**src/rtl/match_tracker.sv**
```systemverilog
// match_tracker: qualifies comparator eqo with a strobe, tracks match runs.
// Optional MATCH_TRACKER_STATS_EN adds total_samples/total_matches counters.
module match_tracker #(
   parameter int LOCK_COUNT = 4,
   parameter int MISS_LIMIT = 2,
   parameter int CNT_W      = 8
) (
   input  logic             clk,
   input  logic             rst_n,
   input  logic             clr,
   input  logic             sample_valid,
   input  logic             eqo,
   input  logic [2:0]       x,
   output logic [1:0]       state,
   output logic             locked,
   output logic             alarm,
   output logic             lock_pulse,
   output logic             alarm_pulse,
   output logic [CNT_W-1:0] streak,
   output logic [2:0]       lock_value
`ifdef MATCH_TRACKER_STATS_EN
   ,
   output logic [CNT_W-1:0] total_samples,
   output logic [CNT_W-1:0] total_matches
`endif
);

   localparam logic [1:0] IDLE   = 2'd0;
   localparam logic [1:0] TRACK  = 2'd1;
   localparam logic [1:0] LOCKED = 2'd2;
   localparam logic [1:0] ALARM  = 2'd3;

   localparam logic [CNT_W-1:0] CMAX = '1;
   localparam logic [CNT_W-1:0] ONE  = CNT_W'(1);
   localparam logic [CNT_W-1:0] LC   = CNT_W'(LOCK_COUNT);
   localparam logic [CNT_W-1:0] ML   = CNT_W'(MISS_LIMIT);

   logic [CNT_W-1:0] miss;
   logic [CNT_W-1:0] inc_streak;
   logic [CNT_W-1:0] inc_miss;

   logic [1:0]       st_n;
   logic [CNT_W-1:0] sk_n;
   logic [CNT_W-1:0] ms_n;
   logic [2:0]       lv_n;
   logic             lp_n;
   logic             ap_n;

   assign inc_streak = (streak == CMAX) ? streak : streak + ONE;
   assign inc_miss   = (miss == CMAX) ? miss : miss + ONE;

   always_comb begin
      st_n = state;
      sk_n = streak;
      ms_n = miss;
      lv_n = lock_value;
      lp_n = 1'b0;
      ap_n = 1'b0;
      if (sample_valid && state != ALARM) begin
         sk_n = eqo ? inc_streak : '0;
         unique case (1'b1)
            // IDLE always holds streak=0, so it shares TRACK's lock test
            (state == IDLE),
            (state == TRACK): begin
               if (!eqo) begin
                  st_n = IDLE;
               end else if (inc_streak == LC) begin
                  st_n = LOCKED;
                  lp_n = 1'b1;
                  lv_n = x;
               end else begin
                  st_n = TRACK;
               end
            end
            (state == LOCKED): begin
               if (eqo) begin
                  ms_n = '0;
               end else begin
                  ms_n = inc_miss;
                  if (inc_miss == ML) begin
                     st_n = ALARM;
                     ap_n = 1'b1;
                  end
               end
            end
            (state == ALARM): begin
            end
         endcase
      end
   end

   always_ff @(posedge clk or negedge rst_n) begin
      if (!rst_n) begin
         state       <= IDLE;
         locked      <= 1'b0;
         alarm       <= 1'b0;
         lock_pulse  <= 1'b0;
         alarm_pulse <= 1'b0;
         streak      <= '0;
         lock_value  <= '0;
         miss        <= '0;
      end else if (clr) begin
         state       <= IDLE;
         locked      <= 1'b0;
         alarm       <= 1'b0;
         lock_pulse  <= 1'b0;
         alarm_pulse <= 1'b0;
         streak      <= '0;
         lock_value  <= '0;
         miss        <= '0;
      end else begin
         state       <= st_n;
         locked      <= (st_n == LOCKED);
         alarm       <= (st_n == ALARM);
         lock_pulse  <= lp_n;
         alarm_pulse <= ap_n;
         streak      <= sk_n;
         lock_value  <= lv_n;
         miss        <= ms_n;
      end
   end

`ifdef MATCH_TRACKER_STATS_EN
   // Counted in every state, ALARM included
   always_ff @(posedge clk or negedge rst_n) begin
      if (!rst_n) begin
         total_samples <= '0;
         total_matches <= '0;
      end else if (clr) begin
         total_samples <= '0;
         total_matches <= '0;
      end else if (sample_valid) begin
         if (total_samples != CMAX)
            total_samples <= total_samples + ONE;
         if (eqo && total_matches != CMAX)
            total_matches <= total_matches + ONE;
      end
   end
`endif

endmodule
```
**config.mk**
```make
export PLATFORM = sky130hd
export DESIGN_NAME = match_tracker
export DESIGN_NICKNAME = d
export VERILOG_FILES = /design/src/rtl/match_tracker.sv
export SDC_FILE = /design/constraint.sdc
export NUM_CORES = 1
export LEC_CHECK = 0
export ABC_AREA = 1
export ABC_CLOCK_PERIOD_IN_PS = 1650
export CAP_MARGIN = 10
export CORE_MARGIN = 2
export CORE_UTILIZATION = 48
export DETAILED_ROUTE_END_ITERATION = 8
export PLACE_DENSITY = 0.75
export SYNTH_ARGS = -nofsm -noshare
export SYNTH_HDL_FRONTEND = slang
export SYNTH_SLANG_ARGS = --single-unit
```
**constraint.sdc**
```tcl
create_clock -name clk -period 1.65 [get_ports clk]
set_clock_uncertainty 0.15 [all_clocks]
set_input_delay 0.33 -clock clk [delete_from_list [all_inputs] [get_ports clk]]
set_output_delay 0.33 -clock clk [all_outputs]
set_load 0.02 [all_outputs]
```
==> metrics.txt <==
final core utilization 0.7915; status finished, violations left; DRT iter0 DRCs between 80 and 90; Worst EP required between 1.5 and 2 ns; Routed Antenna Nets 0; worst slew pin tran between 0.3 and 0.4 ns; Core Box Area 0.003103 mm^2; unrepaired setup endpoints after global routing yes; Yosys top cell by area dfrtp_1; pwr dens between 400 and 500 mW/mm^2; P_int roughly 0.8 mW; Synth cell types 27; Starting Density 0.5165; Filler Cells Inserted between 200 and 250; GP Congestion 0.8689; dominant synthesized flop cell dfrtp_1; initial antenna violation count 0; number of detailed-route iterations in the first pass 4; post-synthesis simple-gate area fraction 0.3841; Final Instance Count excl. Fillers 335; total track usage 0.2451; Clock Tree Buf Depth 2; largest fanout on the critical path 7; mux cell area share after synthesis 0; root buf cell clkbuf_4; Combinational Power Share 0.164; Residual DRC 0; ratio of cells with drive above 1 in the final layout 0.4330; Slowest-stage cell, CP dfrtp_2; setup slack after layout -0.1870 ns; WHS 0.1838 ns; largest net degree at the start of global routing 26; top sig layer met4; minimum clock period 1.837 ns; Critical Path AT just under 2 ns; leakage power 1.283 nW; metal1 wirelength approximately 2.0 mm; fmax 544.4 MHz; Core Rows 20; total power draw ~1.1 mW; CP max stage delay 0.44 ns; io pins 25; Clock Latency Late Sink 0.33 ns; setup_tns -1.498 ns; vias post-DR 1,759; hold crit path type in -> async; endpoints failing hold 0; number of synthesized flops with an enable pin 0; relative slew slack 0.7839; count leader, synth nand2_1; largest cells by area after synthesis dfrtp_1 (39%), nand2_1 (12%), nand3_1 (7.8%); Worst setup SP type register; TritonCTS clock tree built; post-synth top area share 0.3903; clk slew on worst S/H paths around 0.14 ns; vias in the first global route 1,628; Synth Warn # 0; placed insts roughly 320; synthesized area per cell around 7.4 um^2; layout net count 302; Clk pwr share 0.262; switching part of the total 0.2785; Final Max Tran Viols 0; ANT cells 0; full die area 0.003817 mm^2; cell area after placement 0.002183 mm^2; # setup viols final 11; IO Port Bufs 24; total routed wirelength 4.582 mm; CP Class reg -> reg; Post-Place Worst Slack -0.1955 ns; hpwl dp 3.064 mm; failing checks setup timing; largest family of logic cells by synthesized area simple AND/OR/NAND/NOR gates; Syn Nets about 230; multi-input logic area 0.001011 mm^2; Mapped Area 0.001603 mm^2; P_sw 0.3074 mW; most instantiated cells after synthesis nand2_1 (50), inv_1 (32), dfrtp_1 (25), nand3_1 (25), nor2_1 (15); Crit. End Element register; flops & latches, synth 25; Layout area overhead 53.24%; CP cell instances ha_4, nand2_4, nor2_4, nand2_4, nand2_2, nand3_2, nor2_2, nand3_2, nand2_2, nand2_4, nand2_2, o21ai_2; CTS Buf Count 3; routed wl met2 2.238 mm; Flop pwr share 0.574; die height between 60 and 70 um; Reg area between 600 and 700 um^2; Max-Cap Viols 0; first-pass GRT wire length 6.948 mm; Die W between 60 and 70 um; worst vdd ir 0.0004572 V; period utilization 1.113; Synth Area in Adders 0.01561; ys async rst share 1.000; final instance area between 0.002 and 0.0025 mm^2; met3 WL 228 um; sequential element share of the synthesized area 0.3903; XOR/XNOR Fraction of Synth Area 0.01093; vias per cell ~5.3; gr ovfl total 0; fraction of the mapped netlist area in compound gates 0.1124; Sink Count 25; H-tree levels 1; Syn Inst Count 216; WL per Instance 13.68 um
-- area by class of cell --
cell class,instances,share of cell area
Clock buffer,3,0.009170
Clock inverter,1,0.002038
Inverter,37,0.05706
Multi-Input combinational cell,154,0.4116
Sequential cell,25,0.2562
Tap cell,44,0.02241
Timing Repair Buffer,71,0.2415
-- path summary, 6_finish.rpt --
check | start | to | slack (ns) | depth (start not counted)
worst max-delay path | streak[0] | lock_value[0] | -0.19 | 12
worst min-delay path | rst_n | miss[3] | 0.18 | 2
worst max register to register | streak[0] | lock_value[0] | -0.19 | 12
worst min register to register | lock_value[1] | lock_value[1] | 0.35 | 2
max in group asynchronous | rst_n | streak[2] | 0.90 | 2
min in group clk | lock_value[1] | lock_value[1] | 0.35 | 2
-- cell usage in the layout, fill, tap and decap left out, types with 3 or more instances in the layout --
cell type,count
buf_6,9
clkdlybuf4s50_1,7
clkbuf_4,3
nor2_2,11
nand3_2,7
o21ai_1,3
nand3_1,21
dfrtp_1,22
o21ai_2,3
nor2_4,6
nor2_1,10
nand2_1,38
o22ai_1,10
dfrtp_2,3
nand2_2,16
inv_2,6
dlygate4sd2_1,11
nand4_1,3
nand2_4,8
inv_1,29
buf_2,3
buf_4,39
o21ai_0,4
-- power groups by stage --
stage | Sequential [mW] | Clock, mW | Combinational, mW
2_1_floorplan | 0.660 | 0 | 0.0569
3_3_place_gp | 0.644 | 0 | 0.169
3_5_place_dp | 0.644 | 0 | 0.172
4_1_cts | 0.633 | 0.296 | 0.169
5_1_grt | 0.635 | 0.314 | 0.197
6_report | 0.633 | 0.289 | 0.181
-- registers in the layout, summed over array words and instances, names as in the netlist --
| register | cells |
|---|---|
| lock_value | 3 |
| locked | 1 |
| streak | 8 |
| lock_pulse | 1 |
| alarm | 1 |
| state | 2 |
| alarm_pulse | 1 |
| miss | 8 |
-- layer usage --
metal | global-route usage | vias to the layer above
met3 | 0.03934 | 24
li1 | - | 849
met1 | 0.3071 | 826
met2 | 0.4120 | 60
met4 | 0.1185 | 0
met5 | 0 | -
-- critical path: cells and delay by family (launching register included) --
family	cells	cell delay (ns)
simple gates	10	0.94
flops	1	0.44
fa+ha+maj	1	0.16
compound gates	1	0.04
-- kinds of logic after synthesis --
family / Yosys count
xor gates and xnor gates: 2
adders and majority gates: 2
DFF: 25
and+or+nand+nor: 123
buffers and inverters: 37
AOI/OAI and AO/OA: 27
-- repair_timing --
action,CTS,global route
hold buffers,0,0
pin swaps,9,19
resized for setup,40,44
setup endpoints to repair,26,14
gates cloned,0,0
buffers inserted,5,7
No activity file was read; power rests on OpenSTA's default activity.
